**config.mk**
```make
export PLATFORM = sky130hd
export DESIGN_NAME = unified_mem_arbiter_flat
export DESIGN_NICKNAME = d
export VERILOG_FILES = /design/src/rtl/unified_mem_arbiter_if.sv /design/src/rtl/unified_mem_arbiter.sv /design/src/flat_wrapper.sv
export SDC_FILE = /design/constraint.sdc
export NUM_CORES = 1
export LEC_CHECK = 0
export ABC_CLOCK_PERIOD_IN_PS = 2600
export CAP_MARGIN = 20
export CORE_AREA = 2 2 90 92
export DETAILED_ROUTE_END_ITERATION = 8
export DIE_AREA = 0 0 92 94
export PLACE_DENSITY = 0.78
export SYNTH_ARGS = -nofsm -noshare
export SYNTH_HDL_FRONTEND = slang
export SYNTH_SLANG_ARGS = --single-unit
```
**constraint.sdc**
```tcl
create_clock -name clk -period 2.6 [get_ports clk]
set_clock_uncertainty 0.2 [all_clocks]
set_input_delay 0.65 -clock clk [delete_from_list [all_inputs] [get_ports clk]]
set_output_delay 0.65 -clock clk [all_outputs]
set_load 0.02 [all_outputs]
```
**src/rtl/unified_mem_arbiter_if.sv**
```systemverilog
// Bus bundle for the unified memory arbiter: CPU fetch port, CPU data port,
// single-port SRAM control and the fetch stall counter. The arbiter uses the
// slave view; the surrounding system (CPU + SRAM) uses the master view.
interface unified_mem_arbiter_if #(
  parameter int AWIDTH = 12,
  parameter int DWIDTH = 32,
  parameter int CNT_W  = 16
);
  // Instruction-fetch port
  logic              i_req;
  logic [AWIDTH-1:0] i_addr;
  logic              i_gnt;
  logic              i_rvalid;
  logic [DWIDTH-1:0] i_rdata;

  // Data-access port (d_wen: 0 = write, 1 = read)
  logic              d_req;
  logic              d_wen;
  logic [3:0]        d_be;
  logic [AWIDTH-1:0] d_addr;
  logic [DWIDTH-1:0] d_wdata;
  logic              d_gnt;
  logic              d_rvalid;
  logic [DWIDTH-1:0] d_rdata;

  // Single-port SRAM side (csn/wen active-low)
  logic              m_csn;
  logic              m_wen;
  logic [3:0]        m_be;
  logic [AWIDTH-1:0] m_addr;
  logic [DWIDTH-1:0] m_di;
  logic [DWIDTH-1:0] m_dout;

  // Performance counter
  logic [CNT_W-1:0]  stall_cnt;

  modport slave (
    input  i_req, i_addr,
    input  d_req, d_wen, d_be, d_addr, d_wdata,
    input  m_dout,
    output i_gnt, i_rvalid, i_rdata,
    output d_gnt, d_rvalid, d_rdata,
    output m_csn, m_wen, m_be, m_addr, m_di,
    output stall_cnt
  );

  modport master (
    output i_req, i_addr,
    output d_req, d_wen, d_be, d_addr, d_wdata,
    output m_dout,
    input  i_gnt, i_rvalid, i_rdata,
    input  d_gnt, d_rvalid, d_rdata,
    input  m_csn, m_wen, m_be, m_addr, m_di,
    input  stall_cnt
  );
endinterface

```
**src/rtl/unified_mem_arbiter.sv**
```systemverilog
// Shares one single-port SRAM (1-cycle synchronous read) between the CPU
// fetch port and the data port. The data port wins by default; a starvation
// counter forces a fetch through after STARVE_LIMIT consecutive data grants.
// Read data returns one cycle after the grant, steered by a registered owner.
module unified_mem_arbiter #(
  parameter int AWIDTH       = 12,
  parameter int DWIDTH       = 32,
  parameter int STARVE_LIMIT = 4,
  parameter int CNT_W        = 16
) (
  input logic                clk,
  input logic                rst,
  unified_mem_arbiter_if.slave bus
);

  localparam int            SW         = $clog2(STARVE_LIMIT + 1);
  localparam logic [SW-1:0] STARVE_MAX = SW'(STARVE_LIMIT);

  // Owner of the read data arriving next cycle. Encoding keeps each valid
  // as a single flop bit.
  typedef enum logic [1:0] {
    OWN_NONE = 2'b00,
    OWN_I    = 2'b01,
    OWN_D    = 2'b10
  } owner_t;

  owner_t           owner;
  owner_t           owner_next;
  logic [SW-1:0]    starve;
  logic [CNT_W-1:0] stall_cnt;

  logic i_req_ok;
  logic d_req_ok;
  logic i_gnt;
  logic d_gnt;

  logic              m_csn;
  logic              m_wen;
  logic [3:0]        m_be;
  logic [AWIDTH-1:0] m_addr;
  logic [DWIDTH-1:0] m_di;

  // Requests are masked while reset is held so the SRAM is deselected and
  // no grant is visible during reset.
  assign i_req_ok = bus.i_req & ~rst;
  assign d_req_ok = bus.d_req & ~rst;

  // Data port wins a tie unless fetch has been passed over STARVE_LIMIT times.
  assign i_gnt = i_req_ok & (~d_req_ok | (starve == STARVE_MAX));
  assign d_gnt = d_req_ok & ~i_gnt;

  // SRAM control for the winning requester; idle values when nobody wins.
  always_comb begin
    m_csn  = 1'b1;
    m_wen  = 1'b1;
    m_be   = 4'b0000;
    m_addr = '0;
    m_di   = '0;
    if (i_gnt) begin
      m_csn  = 1'b0;
      m_wen  = 1'b1;
      m_be   = 4'b1111;
      m_addr = bus.i_addr;
    end else if (d_gnt) begin
      m_csn  = 1'b0;
      m_wen  = bus.d_wen;
      m_be   = bus.d_be;
      m_addr = bus.d_addr;
      m_di   = bus.d_wdata;
    end
  end

  // Who receives the SRAM output next cycle: fetch, data read, or nobody
  // (idle or data write).
  always_comb begin
    owner_next = OWN_NONE;
    if (i_gnt) begin
      owner_next = OWN_I;
    end else if (d_gnt && bus.d_wen) begin
      owner_next = OWN_D;
    end
  end

  // Owner register and starvation counter; reset drops any pending return.
  always_ff @(posedge clk or posedge rst) begin
    if (rst) begin
      owner  <= OWN_NONE;
      starve <= '0;
    end else begin
      owner <= owner_next;
      if (i_gnt || !i_req_ok) begin
        starve <= '0;
      end else if (d_gnt && (starve != STARVE_MAX)) begin
        starve <= starve + 1'b1;
      end
    end
  end

  // Saturating count of cycles where fetch asked but was not served.
  always_ff @(posedge clk or posedge rst) begin
    if (rst) begin
      stall_cnt <= '0;
    end else if (i_req_ok && !i_gnt && (stall_cnt != {CNT_W{1'b1}})) begin
      stall_cnt <= stall_cnt + 1'b1;
    end
  end

  assign bus.i_gnt     = i_gnt;
  assign bus.d_gnt     = d_gnt;
  assign bus.m_csn     = m_csn;
  assign bus.m_wen     = m_wen;
  assign bus.m_be      = m_be;
  assign bus.m_addr    = m_addr;
  assign bus.m_di      = m_di;
  assign bus.stall_cnt = stall_cnt;

  // Return path: SRAM output routed to the registered owner, zero otherwise.
  assign bus.i_rvalid = (owner == OWN_I);
  assign bus.d_rvalid = (owner == OWN_D);
  assign bus.i_rdata  = (owner == OWN_I) ? bus.m_dout : '0;
  assign bus.d_rdata  = (owner == OWN_D) ? bus.m_dout : '0;

endmodule
```
**src/flat_wrapper.sv**
```systemverilog
// flat-port wrapper written by rule: the top's interface ports become plain ports
module unified_mem_arbiter_flat 
#(
  parameter int AWIDTH       = 12,
  parameter int DWIDTH       = 32,
  parameter int STARVE_LIMIT = 4,
  parameter int CNT_W        = 16
)
  (clk, rst, bus_i_req, bus_i_addr, bus_d_req, bus_d_wen, bus_d_be, bus_d_addr, bus_d_wdata, bus_m_dout, bus_i_gnt, bus_i_rvalid, bus_i_rdata, bus_d_gnt, bus_d_rvalid, bus_d_rdata, bus_m_csn, bus_m_wen, bus_m_be, bus_m_addr, bus_m_di, bus_stall_cnt);
  unified_mem_arbiter_if #(.AWIDTH(AWIDTH), .DWIDTH(DWIDTH), .CNT_W(CNT_W)) bus_i ();
  input logic clk;
  input logic rst;
  input wire logic [$bits(bus_i.i_req)-1:0] bus_i_req;
  input wire logic [$bits(bus_i.i_addr)-1:0] bus_i_addr;
  input wire logic [$bits(bus_i.d_req)-1:0] bus_d_req;
  input wire logic [$bits(bus_i.d_wen)-1:0] bus_d_wen;
  input wire logic [$bits(bus_i.d_be)-1:0] bus_d_be;
  input wire logic [$bits(bus_i.d_addr)-1:0] bus_d_addr;
  input wire logic [$bits(bus_i.d_wdata)-1:0] bus_d_wdata;
  input wire logic [$bits(bus_i.m_dout)-1:0] bus_m_dout;
  output wire logic [$bits(bus_i.i_gnt)-1:0] bus_i_gnt;
  output wire logic [$bits(bus_i.i_rvalid)-1:0] bus_i_rvalid;
  output wire logic [$bits(bus_i.i_rdata)-1:0] bus_i_rdata;
  output wire logic [$bits(bus_i.d_gnt)-1:0] bus_d_gnt;
  output wire logic [$bits(bus_i.d_rvalid)-1:0] bus_d_rvalid;
  output wire logic [$bits(bus_i.d_rdata)-1:0] bus_d_rdata;
  output wire logic [$bits(bus_i.m_csn)-1:0] bus_m_csn;
  output wire logic [$bits(bus_i.m_wen)-1:0] bus_m_wen;
  output wire logic [$bits(bus_i.m_be)-1:0] bus_m_be;
  output wire logic [$bits(bus_i.m_addr)-1:0] bus_m_addr;
  output wire logic [$bits(bus_i.m_di)-1:0] bus_m_di;
  output wire logic [$bits(bus_i.stall_cnt)-1:0] bus_stall_cnt;
  assign bus_i.i_req = bus_i_req;
  assign bus_i.i_addr = bus_i_addr;
  assign bus_i.d_req = bus_d_req;
  assign bus_i.d_wen = bus_d_wen;
  assign bus_i.d_be = bus_d_be;
  assign bus_i.d_addr = bus_d_addr;
  assign bus_i.d_wdata = bus_d_wdata;
  assign bus_i.m_dout = bus_m_dout;
  assign bus_i_gnt = bus_i.i_gnt;
  assign bus_i_rvalid = bus_i.i_rvalid;
  assign bus_i_rdata = bus_i.i_rdata;
  assign bus_d_gnt = bus_i.d_gnt;
  assign bus_d_rvalid = bus_i.d_rvalid;
  assign bus_d_rdata = bus_i.d_rdata;
  assign bus_m_csn = bus_i.m_csn;
  assign bus_m_wen = bus_i.m_wen;
  assign bus_m_be = bus_i.m_be;
  assign bus_m_addr = bus_i.m_addr;
  assign bus_m_di = bus_i.m_di;
  assign bus_stall_cnt = bus_i.stall_cnt;
  unified_mem_arbiter #(.AWIDTH(AWIDTH), .DWIDTH(DWIDTH), .STARVE_LIMIT(STARVE_LIMIT), .CNT_W(CNT_W)) u_core (.clk(clk), .rst(rst), .bus(bus_i));
endmodule
```
## After elaboration in Yosys (flattened, before gate mapping)

Cells that the tools add are included.

| operators by class | value |
|---|---|
| add/sub/neg operators | 2 |
| multiply operators | 0 |
| div/mod/pow operators | 0 |
| $lt $le $gt $ge | 0 |
| eq/ne operators | 5 |
| shifts and indexed selects | 0 |
| muxes and demuxes | 16 |
| bitwise gates (word level) | 8 |
| reduce and logical (&&, ||, !) cells | 8 |

Operators by type and width:

| cell | count |
|---|---|
| 32-bit two-way mux | 4 |
| 12-bit two-way mux | 2 |
| 16-bit by 1-bit adder with 16-bit output (second input constant) | 1 |
| 16-bit inequality test (second input constant) | 1 |
| 4-bit two-way mux | 2 |
| 3-bit two-way mux | 2 |
| 1-bit AND | 4 |
| 1-bit logical AND | 4 |
| 1-bit two-way mux | 4 |
| 2-bit two-way mux | 2 |
| 3-bit by 1-bit adder with 3-bit output (second input constant) | 1 |
| 3-bit equality test (second input constant) | 1 |
| 3-bit inequality test (second input constant) | 1 |
| 1-bit inverter | 3 |
| 2-bit by 1-bit equality test with 1-bit output (second input constant) | 1 |
| 2-bit equality test (second input constant) | 1 |
| 1-bit logical NOT | 2 |
| 2-bit nonzero test | 1 |
| 1-bit logical OR | 1 |
| 1-bit bitwise OR | 1 |

| word-level totals | value |
|---|---|
| register bits after elaboration | 21 |
| latch bits | 0 |
| bits in writable memories | 0 |
| bits in read-only memories | 0 |
| input port bits | 97 |
| output and inout bits | 134 |
| memories kept | 0 |

## Depth between registers and ports, before layout

| depth | value |
|---|---|
| depth in word-level cells | 10 |
| mapped depth | 8 |
| depth with buffers taken out | 6 |

## Least setup slack after synthesis

Ideal clock, no wire load.

| timing | value |
|---|---|
| path kind | input -> output |
| start point | in bus_d_req |
| end point | out bus_m_addr[10] |
| arrival | 1867 ps |
| required time | 1750 ps |
| path slack | -117 ps |
| stages on the path | 6 |
| cell sequence | a21boi_1 > nor3b_1 > clkbuf_1 > buf_2 > nand2_1 > o21ai_0 |

| on the way | value |
|---|---|
| longest elaborated chain between the ends | 8 |

Ends and longest elaborated chain:

| what | line | source |
|---|---|---|
| start: declaration | flat_wrapper.sv:15 | `input wire logic [$bits(bus_i.d_req)-1:0] bus_d_req;` |
| 1-bit AND (*) | unified_mem_arbiter.sv:46 | `assign d_req_ok = bus.d_req & ~rst;` |
| 1-bit inverter (*) | unified_mem_arbiter.sv:49 | `assign i_gnt = i_req_ok & (~d_req_ok \| (starve == STARVE_MAX));` |
| 1-bit bitwise OR (*) | unified_mem_arbiter.sv:49 |  |
| 1-bit AND (*) | unified_mem_arbiter.sv:49 |  |
| named net bus_i_gnt | flat_wrapper.sv:21 | `output wire logic [$bits(bus_i.i_gnt)-1:0] bus_i_gnt;` |
| 1-bit inverter | unified_mem_arbiter.sv:50 | `assign d_gnt = d_req_ok & ~i_gnt;` |
| 1-bit AND | unified_mem_arbiter.sv:50 |  |
| 12-bit two-way mux | unified_mem_arbiter.sv:64 | `end else if (d_gnt) begin` |
| 12-bit two-way mux (*) | unified_mem_arbiter.sv:59 | `if (i_gnt) begin` |
| end: declaration | flat_wrapper.sv:30 | `output wire logic [$bits(bus_i.m_addr)-1:0] bus_m_addr;` |

The timed path passes the listed nets; every way through them passes the cells marked *.

## Worst setup path in the final report

| timing | value |
|---|---|
| start point | in rst |
| end point | out bus_m_di[9] |

| on the way | value |
|---|---|
| longest elaborated chain between the ends | 9 |
| elaborated cells between the ends (all ways) | 10 |
| classes of those cells | mux: 2; bitwise: 8 |

Ends and longest elaborated chain:

| what | line | source |
|---|---|---|
| start: declaration | flat_wrapper.sv:12 | `input logic rst;` |
| 1-bit inverter (*) | unified_mem_arbiter.sv:45, unified_mem_arbiter.sv:46 |  |
| 1-bit AND | unified_mem_arbiter.sv:46 |  |
| 1-bit inverter | unified_mem_arbiter.sv:49 |  |
| 1-bit bitwise OR | unified_mem_arbiter.sv:49 |  |
| 1-bit AND | unified_mem_arbiter.sv:49 |  |
| 1-bit inverter | unified_mem_arbiter.sv:50 |  |
| 1-bit AND | unified_mem_arbiter.sv:50 |  |
| 32-bit two-way mux | unified_mem_arbiter.sv:64 |  |
| 32-bit two-way mux (*) | unified_mem_arbiter.sv:59 |  |
| end: declaration | flat_wrapper.sv:31 | `output wire logic [$bits(bus_i.m_di)-1:0] bus_m_di;` |

Every way passes the cells marked *; elsewhere a longest branch is shown, timed or not.

==> metrics <==
outcome complete, but fails checks; failing checks negative setup slack; initial antenna violation count 1; share of post-route cells with drive strength above 1 27.1%; post-layout util 62.3%; dpl cell area 4490 um2; fin area 4740 um2; number of global-route vias before repair 2,766; Vias/cell 4.54; GRT overflow 0; Max VDD drop 0.405 mV; DP HPWL 7.07 mm; critical path fanouts, max 16; CTS tree yes; Distinct cells, synth 34; Die ar. 8650 um2; Final Critical Period 2790 ps; Final setup viols 47; CTS Sinks 21; setup TNS -5040 ps; io pins 231; DR pass1 iterations 4; Yosys top cell area share 30.7%; Worst setup SP type input pin; Routed WL 9.16 mm; most common cell in the netlist and2_1; Pleak 2.40 nW; Fill cells 652; number of synthesis warnings 0; Clock Tree Buf Depth 2; worst hold path class flop to flop; GRT Util Overall 19.5%; Initial DRC Count 66; DR WL/cell 15.2 um; max cap viols 0; Max Slew Vio Count 0; Die Ht 94 um; Mapped Cells 255; reg-to-reg endpoint u_core.bus.stall_cnt[15]; Fmax 359 MHz; Port Buffer Count 230; sequential cell area 526 um2; Hold Path Stages 1; Worst-path clk slew 80 ps; Top FF cell, synth dfrtp_1; Routed Antenna Nets 0; worst-margin pin slew 417 ps; worst skew pair latency 260 ps; post-synth top area cell and2_1; top cells by count, synth and2_1 (97), nand2_1 (31), dfrtp_1 (21); crit path DAT 1940 ps; max_slew headroom 72.0%; Hold EP u_core.bus.stall_cnt[0]; clk root buf clkbuf_8; first-pass GRT wire length 13.6 mm; Post-synth EDFFs 0; Area growth syn-to-layout 139%; CP Capture Type output pin; critical setup path kind input pin to output pin; unrepaired setup endpoints after global routing true; Final period util 107%; post-place setup slack -973 ps; Die W 92 um; sequential area share after synthesis 26.5%; Mapped Avg Cell Area 7.76 um2; Post-Syn Nets 355; Layout Nets 600; Seq cells post-synth 21; reg-to-reg setup timing slack 590 ps; top cells by area, synth and2_1 (31%), dfrtp_1 (27%), nand2_1 (5.9%); power per cell area 281 nW/um2; reg2reg start u_core.starve[0]; multi-input logic area 1510 um2; PnR worst setup slack -187 ps; TritonCTS Buffers 3; initial core utilization 26.0%; worst path required time 1750 ps; final routed DRC violation total 0; Row Count 32; Post-Syn Area 1980 um2; fraction of registers with async set/reset 100%; area of the core 7610 um2; HP Start u_core.bus.stall_cnt[0]; Final Hold Vio Count 0; RD Place Congestion 0.761; Worst Hold Slack 334 ps; H-tree levels 1; hold buffers post-CTS 0; Worst Reg-to-Reg Cells 8; DR vias 2,736; largest net degree at the start of global routing 34
## sequential cells by signal, indices dropped and copies added, names as in the netlist
| register | count |
|---|---|
| u_core.bus.stall_cnt | 16 |
| u_core.owner | 2 |
| u_core.starve | 3 |
## layout make-up
cell class / instances / area share (%)
inverters: 6 / 0.475
clock buffers: 4 / 0.951
well taps: 102 / 2.69
repair buffers: 255 / 52.9
diodes: 1 / 0.0528
multi-input cells: 213 / 31.8
flip-flops and latches: 21 / 11.1
## placed cells by master, fill, tap and decap left out, types with 6 or more instances in the layout
cell type,count
and2_1,65
and2_4,32
buf_2,6
buf_4,20
buf_6,42
clkdlybuf4s50_1,111
dfrtp_1,21
dlygate4sd2_1,67
nand2_1,29
nor3_1,7
o21ai_0,7
o21ai_1,6
xor2_1,10
## critical path, stage by stage
cell and delay (ps):
dlygate4sd2_1 280, nor3b_4 240, buf_6 160, nor2b_4 50
buf_12 130, buf_16 140, and2_4 160, buf_6 120
## per-layer routing
layer | vias to the layer above | global-route usage (%) | routed length (um)
met5 | - | 0 | 0
met4 | 0 | 4.48 | 119
met3 | 11 | 3.93 | 688
met2 | 141 | 39.7 | 5170
met1 | 1266 | 20.3 | 3170
li1 | 1318 | - | -
## timing repair
item | CTS | global route
setup endpoints to repair | 116 | 51
setup buffers | 7 | 2
pin swaps | 13 | 9
gates cloned | 4 | 0
gates resized for setup | 388 | 31
## how the worst max path moves through the flow
stage	from	to	slack, ps	cells past startpoint
after CTS	u_core.starve[0]	bus_m_di[0]	-130	10
after global routing	u_core.starve[0]	bus_m_di[9]	-250	10
final	rst	bus_m_di[9]	-190	8
after global placement	bus_d_req	bus_m_di[10]	-910	7
after floorplan	bus_d_req	bus_m_di[22]	-20	5
after detailed placement	bus_d_req	bus_m_di[10]	-970	7
## metrics by stage
| stage | total power, mW | instances |
|---|---|---|
| final | 1.33 | 602 |
| after global placement | 1.07 | 586 |
| after detailed placement | 1.08 | 586 |
| after global routing | 1.39 | 602 |
| after CTS | 1.32 | 601 |
| after floorplan | 0.678 | 255 |
## kinds of logic after synthesis
| family | after synthesis | synth area share [%] |
|---|---|---|
| XOR/XNOR | 12 | 5.31 |
| buffers and inverters | 21 | 4.55 |
| multiplexers | 5 | 2.84 |
| adder cells (fa/ha/maj) | 3 | 1.90 |
| flip-flops | 21 | 26.5 |
| AO/OA/AOI/OAI | 20 | 5.69 |
| AND/OR/NAND/NOR | 173 | 53.2 |
## report_power, final
part           leakage (nW)  internal (mW)  switching (mW)  total (mW)
clock                0.0228          0.109           0.113       0.222
combinational          2.10          0.386           0.302       0.689
sequential            0.284          0.364          0.0551       0.419
total                  2.40          0.860           0.470        1.33
Note: power is estimated with default switching activity, not from simulation.
